[src/rtl/reg_writeback_if.sv]
// Port bundle of the writeback stage: execute-side request, memory read channel,
// decode read ports and retire outputs. dbg_state mirrors the stage FSM.
interface reg_writeback_if #(
    parameter int XLEN   = 64,
    parameter int REG_AW = 5
);
    // Handshakes: a transfer happens on a rising CLK edge where valid && ready are both
    // high; the initiator holds its payload stable while valid is high and ready is low.
    // mem_resp_valid has no ready: the stage consumes exactly one response while waiting.
    logic              in_valid;
    logic              in_ready;
    logic [REG_AW-1:0] in_rd;
    logic [2:0]        in_funct3;
    logic              in_mem_acc;
    logic [XLEN-1:0]   in_result;

    logic              mem_req_valid;
    logic              mem_req_ready;
    logic [XLEN-1:0]   mem_addr;
    logic              mem_resp_valid;
    logic [XLEN-1:0]   mem_resp_data;

    logic [REG_AW-1:0] rs1_addr;
    logic [XLEN-1:0]   rs1_data;
    logic [REG_AW-1:0] rs2_addr;
    logic [XLEN-1:0]   rs2_data;

    logic              wb_valid;
    logic [REG_AW-1:0] wb_rd;
    logic [XLEN-1:0]   wb_data;
    logic              load_err;
    logic [1:0]        dbg_state;

    modport slave (
        input  in_valid, in_rd, in_funct3, in_mem_acc, in_result,
        input  mem_req_ready, mem_resp_valid, mem_resp_data,
        input  rs1_addr, rs2_addr,
        output in_ready, mem_req_valid, mem_addr,
        output rs1_data, rs2_data,
        output wb_valid, wb_rd, wb_data, load_err, dbg_state
    );

    modport master (
        output in_valid, in_rd, in_funct3, in_mem_acc, in_result,
        output mem_req_ready, mem_resp_valid, mem_resp_data,
        output rs1_addr, rs2_addr,
        input  in_ready, mem_req_valid, mem_addr,
        input  rs1_data, rs2_data,
        input  wb_valid, wb_rd, wb_data, load_err, dbg_state
    );
endinterface

[src/rtl/reg_writeback.sv]
// Writeback stage: owns the 32x64 register file, retires ALU results and completes loads.
// Optional macro WB_BYPASS_EN forwards the value being written this cycle to the read ports.
module reg_writeback #(
    parameter int XLEN   = 64,
    parameter int REG_AW = 5
) (
    input  logic            CLK,
    input  logic            RST,
    reg_writeback_if.slave  bus
);
    localparam int NREG = 1 << REG_AW;

    typedef enum logic [1:0] {
        IDLE = 2'd0,
        REQ  = 2'd1,
        WAIT = 2'd2
    } state_e;

    state_e            state_q, state_d;
    logic [REG_AW-1:0] rd_q, rd_d;
    logic [2:0]        funct3_q, funct3_d;
    logic [2:0]        off_q, off_d;
    logic [XLEN-1:0]   addr_q, addr_d;
    logic              wb_valid_q, wb_valid_d;
    logic [REG_AW-1:0] wb_rd_q, wb_rd_d;
    logic [XLEN-1:0]   wb_data_q, wb_data_d;
    logic              load_err_q, load_err_d;
    logic [XLEN-1:0]   regs_q [NREG];
    logic [XLEN-1:0]   regs_d [NREG];

    logic              we;
    logic [REG_AW-1:0] wa;
    logic [XLEN-1:0]   wd;
    logic              misaligned;
    logic [XLEN-1:0]   shifted;
    logic [XLEN-1:0]   load_val;

    // Width/offset legality of an incoming load; funct3=111 has no load encoding.
    always_comb begin
        misaligned = 1'b0;
        unique case (bus.in_funct3)
            3'b001, 3'b101: misaligned = bus.in_result[0];
            3'b010, 3'b110: misaligned = |bus.in_result[1:0];
            3'b011:         misaligned = |bus.in_result[2:0];
            3'b111:         misaligned = 1'b1;
            default:        misaligned = 1'b0;
        endcase
    end

    always_comb begin
        shifted  = bus.mem_resp_data >> {off_q, 3'b000};
        load_val = shifted;
        unique case (funct3_q)
            3'b000:  load_val = {{(XLEN-8){shifted[7]}},   shifted[7:0]};
            3'b001:  load_val = {{(XLEN-16){shifted[15]}}, shifted[15:0]};
            3'b010:  load_val = {{(XLEN-32){shifted[31]}}, shifted[31:0]};
            3'b100:  load_val = {{(XLEN-8){1'b0}},         shifted[7:0]};
            3'b101:  load_val = {{(XLEN-16){1'b0}},        shifted[15:0]};
            3'b110:  load_val = {{(XLEN-32){1'b0}},        shifted[31:0]};
            default: load_val = shifted;
        endcase
    end

    always_comb begin
        state_d    = state_q;
        rd_d       = rd_q;
        funct3_d   = funct3_q;
        off_d      = off_q;
        addr_d     = addr_q;
        wb_valid_d = 1'b0;
        wb_rd_d    = wb_rd_q;
        wb_data_d  = wb_data_q;
        load_err_d = 1'b0;
        we         = 1'b0;
        wa         = bus.in_rd;
        wd         = bus.in_result;

        unique case (state_q)
            IDLE: begin
                if (bus.in_valid) begin
                    if (!bus.in_mem_acc) begin
                        we         = 1'b1;
                        wb_valid_d = 1'b1;
                        wb_rd_d    = bus.in_rd;
                        wb_data_d  = (bus.in_rd == '0) ? '0 : bus.in_result;
                    end else if (misaligned) begin
                        load_err_d = 1'b1;
                    end else begin
                        rd_d     = bus.in_rd;
                        funct3_d = bus.in_funct3;
                        off_d    = bus.in_result[2:0];
                        addr_d   = {bus.in_result[XLEN-1:3], 3'b000};
                        state_d  = REQ;
                    end
                end
            end
            REQ: begin
                if (bus.mem_req_ready) state_d = WAIT;
            end
            WAIT: begin
                if (bus.mem_resp_valid) begin
                    we         = 1'b1;
                    wa         = rd_q;
                    wd         = load_val;
                    wb_valid_d = 1'b1;
                    wb_rd_d    = rd_q;
                    wb_data_d  = (rd_q == '0) ? '0 : load_val;
                    state_d    = IDLE;
                end
            end
            default: state_d = IDLE;
        endcase

        regs_d = regs_q;
        if (we && wa != '0) regs_d[wa] = wd;
    end

    // x0 reads as zero regardless of array contents.
    always_comb begin
        bus.rs1_data = (bus.rs1_addr == '0) ? '0 : regs_q[bus.rs1_addr];
        bus.rs2_data = (bus.rs2_addr == '0) ? '0 : regs_q[bus.rs2_addr];
`ifdef WB_BYPASS_EN
        if (we && wa != '0 && wa == bus.rs1_addr) bus.rs1_data = wd;
        if (we && wa != '0 && wa == bus.rs2_addr) bus.rs2_data = wd;
`endif
    end

    always_ff @(posedge CLK) begin
        if (RST) begin
            state_q    <= IDLE;
            rd_q       <= '0;
            funct3_q   <= '0;
            off_q      <= '0;
            addr_q     <= '0;
            wb_valid_q <= 1'b0;
            wb_rd_q    <= '0;
            wb_data_q  <= '0;
            load_err_q <= 1'b0;
            for (int i = 0; i < NREG; i++) regs_q[i] <= '0;
        end else begin
            state_q    <= state_d;
            rd_q       <= rd_d;
            funct3_q   <= funct3_d;
            off_q      <= off_d;
            addr_q     <= addr_d;
            wb_valid_q <= wb_valid_d;
            wb_rd_q    <= wb_rd_d;
            wb_data_q  <= wb_data_d;
            load_err_q <= load_err_d;
            regs_q     <= regs_d;
        end
    end

    assign bus.in_ready      = (state_q == IDLE);
    assign bus.mem_req_valid = (state_q == REQ);
    assign bus.mem_addr      = addr_q;
    assign bus.wb_valid      = wb_valid_q;
    assign bus.wb_rd         = wb_rd_q;
    assign bus.wb_data       = wb_data_q;
    assign bus.load_err      = load_err_q;
    assign bus.dbg_state     = state_q;
endmodule
[src/flat_wrapper.sv]
// flat-port wrapper written by rule: the top's interface ports become plain ports
module reg_writeback_flat 
#(
    parameter int XLEN   = 64,
    parameter int REG_AW = 5
)
  (CLK, RST, bus_in_valid, bus_in_rd, bus_in_funct3, bus_in_mem_acc, bus_in_result, bus_mem_req_ready, bus_mem_resp_valid, bus_mem_resp_data, bus_rs1_addr, bus_rs2_addr, bus_in_ready, bus_mem_req_valid, bus_mem_addr, bus_rs1_data, bus_rs2_data, bus_wb_valid, bus_wb_rd, bus_wb_data, bus_load_err, bus_dbg_state);
  reg_writeback_if #(.XLEN(XLEN), .REG_AW(REG_AW)) bus_i ();
  input  logic CLK;
  input  logic RST;
  input wire logic [$bits(bus_i.in_valid)-1:0] bus_in_valid;
  input wire logic [$bits(bus_i.in_rd)-1:0] bus_in_rd;
  input wire logic [$bits(bus_i.in_funct3)-1:0] bus_in_funct3;
  input wire logic [$bits(bus_i.in_mem_acc)-1:0] bus_in_mem_acc;
  input wire logic [$bits(bus_i.in_result)-1:0] bus_in_result;
  input wire logic [$bits(bus_i.mem_req_ready)-1:0] bus_mem_req_ready;
  input wire logic [$bits(bus_i.mem_resp_valid)-1:0] bus_mem_resp_valid;
  input wire logic [$bits(bus_i.mem_resp_data)-1:0] bus_mem_resp_data;
  input wire logic [$bits(bus_i.rs1_addr)-1:0] bus_rs1_addr;
  input wire logic [$bits(bus_i.rs2_addr)-1:0] bus_rs2_addr;
  output wire logic [$bits(bus_i.in_ready)-1:0] bus_in_ready;
  output wire logic [$bits(bus_i.mem_req_valid)-1:0] bus_mem_req_valid;
  output wire logic [$bits(bus_i.mem_addr)-1:0] bus_mem_addr;
  output wire logic [$bits(bus_i.rs1_data)-1:0] bus_rs1_data;
  output wire logic [$bits(bus_i.rs2_data)-1:0] bus_rs2_data;
  output wire logic [$bits(bus_i.wb_valid)-1:0] bus_wb_valid;
  output wire logic [$bits(bus_i.wb_rd)-1:0] bus_wb_rd;
  output wire logic [$bits(bus_i.wb_data)-1:0] bus_wb_data;
  output wire logic [$bits(bus_i.load_err)-1:0] bus_load_err;
  output wire logic [$bits(bus_i.dbg_state)-1:0] bus_dbg_state;
  assign bus_i.in_valid = bus_in_valid;
  assign bus_i.in_rd = bus_in_rd;
  assign bus_i.in_funct3 = bus_in_funct3;
  assign bus_i.in_mem_acc = bus_in_mem_acc;
  assign bus_i.in_result = bus_in_result;
  assign bus_i.mem_req_ready = bus_mem_req_ready;
  assign bus_i.mem_resp_valid = bus_mem_resp_valid;
  assign bus_i.mem_resp_data = bus_mem_resp_data;
  assign bus_i.rs1_addr = bus_rs1_addr;
  assign bus_i.rs2_addr = bus_rs2_addr;
  assign bus_in_ready = bus_i.in_ready;
  assign bus_mem_req_valid = bus_i.mem_req_valid;
  assign bus_mem_addr = bus_i.mem_addr;
  assign bus_rs1_data = bus_i.rs1_data;
  assign bus_rs2_data = bus_i.rs2_data;
  assign bus_wb_valid = bus_i.wb_valid;
  assign bus_wb_rd = bus_i.wb_rd;
  assign bus_wb_data = bus_i.wb_data;
  assign bus_load_err = bus_i.load_err;
  assign bus_dbg_state = bus_i.dbg_state;
  reg_writeback #(.XLEN(XLEN), .REG_AW(REG_AW)) u_core (.CLK(CLK), .RST(RST), .bus(bus_i));
endmodule
[config.mk]
export PLATFORM = sky130hd
export DESIGN_NAME = reg_writeback_flat
export DESIGN_NICKNAME = d
export VERILOG_FILES = /design/src/rtl/reg_writeback_if.sv /design/src/rtl/reg_writeback.sv /design/src/flat_wrapper.sv
export SDC_FILE = /design/constraint.sdc
export NUM_CORES = 2
export LEC_CHECK = 0
export BUFFER_PORTS_ARGS = -buffer_cell sky130_fd_sc_hd__buf_4
export CORE_ASPECT_RATIO = 1.2
export CORE_UTILIZATION = 45
export DETAILED_ROUTE_END_ITERATION = 12
export PLACE_DENSITY = 0.63
export SLEW_MARGIN = 40
export SYNTH_ARGS = -nofsm -noshare
export SYNTH_HDL_FRONTEND = slang
export SYNTH_SLANG_ARGS = --single-unit
[constraint.sdc]
create_clock -name CLK -period 3.7 [get_ports CLK]
set_clock_uncertainty 0.15 [all_clocks]
set_input_delay 0.37 -clock CLK [delete_from_list [all_inputs] [get_ports CLK]]
set_output_delay 0.37 -clock CLK [all_outputs]
set_load 0.02 [all_outputs]
Yosys cells after proc, flatten, opt, wreduce, memory -nomap -nowiden
Cells that the tools add are included.
{"block": "totals", "ff_bits": 2193, "out_inout_bits": 267}
{"block": "classes", "n_bitwise": 7, "n_lt_le_gt_ge": 4, "eq_ne": 19, "mux": 38, "reduce_logical": 18, "n_shift": 1}
{"cell": "2048-bit bitwise mux", "n": 1}
{"cell": "64-bit 2-to-1 mux", "n": 14}
{"cell": "64-bit binary-select mux with 5-bit select", "n": 2}
{"cell": "64-bit one-hot mux with 6 select lines", "n": 1}
{"cell": "64-bit demux with 5-bit select", "n": 1}
{"cell": "64-bit one-hot mux with 2 select lines", "n": 1}
{"cell": "64-bit by 6-bit >> shifter with 64-bit output", "n": 1}
{"cell": "5-bit 2-to-1 mux", "n": 5}
{"cell": "5-bit logical NOT", "n": 4}
{"cell": "3-bit equality test, second input constant", "n": 6}
{"cell": "6-bit >= comparator, second input constant", "n": 3}
{"cell": "5-bit inverter with 6-bit output", "n": 3}
{"cell": "2-bit != test, second input constant", "n": 6}
{"cell": "2-bit 2-to-1 mux", "n": 5}
{"cell": "5-bit one-hot mux with 2 select lines", "n": 1}
{"cell": "3-bit by 2-bit equality test with 1-bit output, second input constant", "n": 3}
{"cell": "4-bit AND reduction", "n": 2}
{"cell": "3-bit by 1-bit equality test with 1-bit output, second input constant", "n": 2}
{"cell": "6-bit by 1-bit < comparator with 1-bit output, second input constant", "n": 1}
{"cell": "2-bit one-hot mux with 3 select lines", "n": 1}
{"cell": "2-bit OR reduction", "n": 3}
{"cell": "5-bit AND reduction", "n": 1}
{"cell": "5-bit nonzero test", "n": 1}
{"cell": "1-bit 2-to-1 mux", "n": 4}
{"cell": "other kinds (11)", "n": 15}

Depth between registers and ports, before layout
{"block": "depth", "depth_word": 8, "ltp_mapped": 10}

Worst setup path before layout
OpenSTA, ideal clock, no wires.
{"block": "synth_path", "path_kind": "input to output", "startpoint": "in bus_rs2_addr[0]", "endpoint": "out bus_rs2_data[11]", "t_arrival_ps": 2672, "n_path_buf": 3, "path_slack_ps": 508, "path_stages": 7, "path_cell_list": "buf_2 > clkbuf_1 > buf_1 > mux4_2 > mux4_2 > nand2_1 > o21ai_0"}
{"block": "synth_between", "elab_chain_cells": 5, "word_cells_on_any_way": 6, "cone_classes": "4 x mux; 1 x bitwise; 1 x reduce/logical"}
{"element": "start: declaration", "line_no": "flat_wrapper.sv:20", "source": "input wire logic [$bits(bus_i.rs2_addr)-1:0] bus_rs2_addr;"}
{"element": "5-bit inverter with 6-bit output (not written as such)", "line_no": "reg_writeback.sv:121", "source": "bus.rs2_data = (bus.rs2_addr == '0) ? '0 : regs_q[bus.rs2_addr];"}
{"element": "64-bit binary-select mux with 5-bit select", "line_no": "reg_writeback.sv:121"}
{"element": "64-bit 2-to-1 mux (not written as such) (2 in series)", "line_no": "reg_writeback.sv:121"}
{"element": "64-bit 2-to-1 mux *", "line_no": "reg_writeback.sv:121"}
{"element": "end: declaration", "line_no": "flat_wrapper.sv:25", "source": "output wire logic [$bits(bus_i.rs2_data)-1:0] bus_rs2_data;"}
Every way passes the cells marked *; elsewhere a longest branch is shown, timed or not. The select of a mux whose other input is x is not followed.

Final worst setup path
{"block": "layout_path", "startpoint": "reg u_core.regs_q[286] (netlist name)", "endpoint": "out bus_rs1_data[30]"}
{"block": "layout_between", "elab_chain_cells": 4}
{"element": "start: declaration", "line_no": "reg_writeback.sv:28", "source": "logic [XLEN-1:0] regs_q [NREG];"}
{"element": "start signal: assignment", "line_no": "reg_writeback.sv:150", "source": "regs_q <= regs_d;"}
{"element": "64-bit binary-select mux with 5-bit select", "line_no": "reg_writeback.sv:120", "source": "bus.rs1_data = (bus.rs1_addr == '0) ? '0 : regs_q[bus.rs1_addr];"}
{"element": "64-bit 2-to-1 mux (not written as such) (2 in series)", "line_no": "reg_writeback.sv:120"}
{"element": "64-bit 2-to-1 mux", "line_no": "reg_writeback.sv:120"}
{"element": "end: declaration", "line_no": "flat_wrapper.sv:24", "source": "output wire logic [$bits(bus_i.rs1_data)-1:0] bus_rs1_data;"}
Every way passes these cells. The select of a mux whose other input is x is not followed.

==> flow_results.xml <==
<?xml version="1.0" encoding="UTF-8"?>
<metrics>
  <group name="status">
    <metric name="outcome" unit="">complete, no violations</metric>
  </group>
  <group name="finish">
    <metric name="fill_cells" unit="">22400</metric>
    <metric name="area_delta_synth_final" unit="%">14.9</metric>
    <metric name="mostFrequentLayoutCells" unit="">2191 x dfxtp_1, 1755 x nand3b_1, 1254 x mux4_2</metric>
    <metric name="post_route_cells_drive_above_1_share" unit="">0.261</metric>
    <metric name="multiInputGateArea" unit="um2">68500</metric>
    <metric name="nNetsFinal" unit="">10900</metric>
    <metric name="finalNonFillerCells" unit="">14400</metric>
    <metric name="design_area" unit="um2">136000</metric>
    <metric name="register_area" unit="um2">43900</metric>
    <metric name="layout.cells.most_common" unit="">dfxtp_1</metric>
  </group>
  <group name="placed_design">
    <metric name="placedInstanceArea" unit="um2">127000</metric>
    <metric name="total_of_buffers_placed_on_input_and_output_ports" unit="">415</metric>
    <metric name="gp_congestion" unit="">0.918</metric>
    <metric name="dp.final_hpwl" unit="mm">283</metric>
    <metric name="dp_cells" unit="">13800</metric>
  </group>
  <group name="global_routing">
    <metric name="groute.usage.overall" unit="">0.347</metric>
    <metric name="grt_first_pass_wirelength" unit="mm">688</metric>
    <metric name="grt_antenna_before_repair" unit="">17</metric>
    <metric name="grt.overflow.total" unit="">0</metric>
    <metric name="grt_pass1_vias" unit="">101000</metric>
    <metric name="pin_count_of_the_biggest_net_entering_global_routing" unit="">285</metric>
  </group>
  <group name="synthesis">
    <metric name="async_flop_share" unit="">0</metric>
    <metric name="avgSynthCellArea" unit="um2">10.8</metric>
    <metric name="synth.lib_cells_used.distinct" unit="">56</metric>
    <metric name="synth_area_leader_cell" unit="">dfxtp_1</metric>
    <metric name="syn_inst" unit="">11000</metric>
    <metric name="synth_top_area_frac" unit="">0.372</metric>
    <metric name="yosysSeqAreaShare" unit="">0.372</metric>
    <metric name="synth-seq-cells" unit="">2193</metric>
    <metric name="post_synth_instance_area" unit="um2">118000</metric>
    <metric name="synthFlopType" unit="">dfxtp_1</metric>
    <metric name="synth_enable_flop_cells" unit="">0</metric>
    <metric name="ys_top_cells_by_area" unit="">dfxtp_1 37%, mux4_2 24%, nand3b_1 11%, o31ai_1 6.3%, clkbuf_1 3.6%</metric>
    <metric name="yosys_warnings" unit="">0</metric>
  </group>
  <group name="floorplan">
    <metric name="floorplan.rows" unit="">205</metric>
    <metric name="dieArea" unit="um2">264000</metric>
    <metric name="initial_core_util" unit="">0.453</metric>
    <metric name="die_width" unit="um">469</metric>
    <metric name="die_height" unit="um">563</metric>
    <metric name="io_pins" unit="">419</metric>
    <metric name="core_area" unit="um2">260000</metric>
  </group>
  <group name="critical_path">
    <metric name="path_class" unit="">reg -&gt; out</metric>
    <metric name="path_cells" unit="">mux4_2 -&gt; mux4_2 -&gt; nand2_1 -&gt; o21ai_0 -&gt; buf_4</metric>
    <metric name="cp_slowest_cell" unit="">mux4_2</metric>
    <metric name="critical_path.startpoint_type" unit="">flip-flop</metric>
    <metric name="critical_path.top_delay_family" unit="">multiplexers</metric>
    <metric name="crit_required" unit="ns">3.18</metric>
    <metric name="crit_fanout" unit="">3</metric>
    <metric name="critical_path.n_buffers_inverters" unit="">1</metric>
    <metric name="cpMostUsedCell" unit="">mux4_2</metric>
    <metric name="crit_path_max_incr_delay" unit="ns">0.48</metric>
    <metric name="timing.critical_path.arrival" unit="ns">3.16</metric>
    <metric name="worst_setup_path_end_kind" unit="">output port</metric>
  </group>
  <group name="hold_path">
    <metric name="min-delay-path-class" unit="">in -&gt; reg</metric>
  </group>
  <group name="timing">
    <metric name="min_period" unit="ns">3.68</metric>
    <metric name="max_clock_freq" unit="MHz">272</metric>
    <metric name="final.period_utilization" unit="">0.995</metric>
    <metric name="slew_viol_final" unit="">0</metric>
    <metric name="timing.hold.ws" unit="ns">0.106</metric>
    <metric name="worst-slew-pin-transition" unit="ns">1.01</metric>
    <metric name="setup_repair_after_global_routing_missed_its_margin" unit="">false</metric>
    <metric name="setup_violations_final" unit="">0</metric>
    <metric name="slew_headroom" unit="">0.322</metric>
    <metric name="timing_hold_violations_final" unit="">0</metric>
  </group>
  <group name="pwr">
    <metric name="post_layout_power" unit="mW">54.5</metric>
    <metric name="power.density_cell_area" unit="nW/um2">402</metric>
    <metric name="p_leak" unit="nW">44.6</metric>
    <metric name="vdd_drop_max" unit="uV">469</metric>
  </group>
  <group name="detailed_routing">
    <metric name="viasPerCell" unit="">7.16</metric>
    <metric name="initialDrtViolationCount" unit="">15300</metric>
    <metric name="antenna_left" unit="">0</metric>
    <metric name="detailed_route_via_count" unit="">103000</metric>
    <metric name="remaining_drc_errors" unit="">0</metric>
    <metric name="routed_wire_length" unit="mm">474</metric>
    <metric name="detailedRoute.firstPassIterationCount" unit="">7</metric>
    <metric name="route.detailed.wl_per_inst" unit="um">33.0</metric>
  </group>
  <group name="cts">
    <metric name="clock_tree.root_cell" unit="">clkbuf_16</metric>
    <metric name="post_cts.repair.setup_buffers" unit="">0</metric>
    <metric name="clock_tree.htree_level_count" unit="">4</metric>
    <metric name="clk_latency" unit="ns">0.89</metric>
    <metric name="cts.clk_slew.worst_paths" unit="ns">0.07</metric>
    <metric name="clock_sink_count" unit="">2193</metric>
    <metric name="ctsLongestPathBuffers" unit="">4</metric>
    <metric name="cts_tree" unit="">yes</metric>
    <metric name="cts_inserted_buffers" unit="">235</metric>
  </group>
  <group name="job">
    <metric name="timing.max_cap.violations" unit="">0</metric>
  </group>
</metrics>
## kinds of logic after synthesis
kind of cell | after synthesis | synth area share
flops | 2193 | 0.372
mux | 1416 | 0.254
compound gates | 2495 | 0.152
buf+inv | 1605 | 0.0536
other cells | 1 | 0.0000318
simple gates | 3252 | 0.168
## where the power goes
group          switching (mW)  leakage [nW]  internal [mW]
clock                    10.4          3.98           14.7
combinational            3.54          22.9           1.96
sequential              0.129          17.7           23.8
## Yosys cell counts, types with 19 or more instances
cell type,instances
a211oi_1,94
a21oi_1,367
buf_1,184
buf_2,212
clkbuf_1,1118
dfxtp_1,2193
inv_1,81
mux2_2,76
mux2i_1,81
mux4_2,1254
nand2_1,1075
nand2b_1,19
nand3b_1,1755
nand4_1,32
nor2_1,187
nor2b_1,73
nor4_1,33
nor4_4,32
o211ai_1,217
o21ai_0,214
o21bai_1,32
o221ai_1,465
o22ai_1,19
o31ai_1,994
o41ai_1,34
## metrics by stage
| stage | utilization | setup WS [ns] | setup TNS [ns] |
|---|---|---|---|
| after global placement | 0.486 | -0.184 | -0.410 |
| after detailed placement | 0.486 | 0.0420 | 0 |
| final | 0.521 | 0.0169 | 0 |
| after floorplan | - | 0.508 | 0 |
| after CTS | 0.520 | 0.0389 | 0 |
| after global routing | 0.521 | 0.0441 | 0 |
## worst reg2reg max path, cell delays in order (launching register included)
cell,delay [ns]
dfxtp_1,0.55
nand2b_1,0.32
o22ai_1,0.23
nor3_4,0.71
buf_4,0.45
o41ai_1,0.14
a211oi_1,0.27
dlygate4sd3_1,0.60
## layer usage
layer	up-vias	routed length, um	global-route usage
met5	-	73	0
met4	8	38200	0.248
met3	1800	50400	0.0740
met2	7045	219000	0.556
met1	51600	166000	0.416
li1	42300	-	-
## flip-flops by register name (all words and copies together), names as in the netlist
signal and cells:
u_core.bus.load_err 1, u_core.off_q 3, u_core.regs_q 2048, u_core.bus.mem_addr 61
u_core.bus.wb_rd 5, u_core.funct3_q 3, u_core.bus.wb_data 64, u_core.rd_q 5
u_core.bus.dbg_state 2, u_core.bus.wb_valid 1
## final cells by class
cell class | instances | area share
timing repair buffer | 1070 | 0.0773
clock buffer | 332 | 0.0504
multi-input combinational | 7166 | 0.505
sequential | 2193 | 0.324
inverter | 82 | 0.00227
tap | 3415 | 0.0315
clock inverter | 91 | 0.00921
antenna | 8 | 0.000148
## path summary, 6_finish.rpt
check	startpoint	end	slack [ns]	depth (start not counted)
worst min-delay path	bus_mem_resp_data[56]	u_core.bus.wb_data[56]	0.11	5
worst min register to register	u_core.bus.mem_addr[13]	u_core.bus.mem_addr[13]	0.30	2
worst max-delay path	u_core.regs_q[286]	bus_rs1_data[30]	0.02	5
worst max register to register	u_core.off_q[2]	u_core.bus.wb_data[57]	0.24	7
## repair_timing
action | CTS | global route
setup endpoints to repair | 0 | 1
hold buffers | 86 | 0
resized for setup | 0 | 1
endpoints found under the hold margin | 598 | 0
Note: power is estimated with default switching activity, not from simulation.
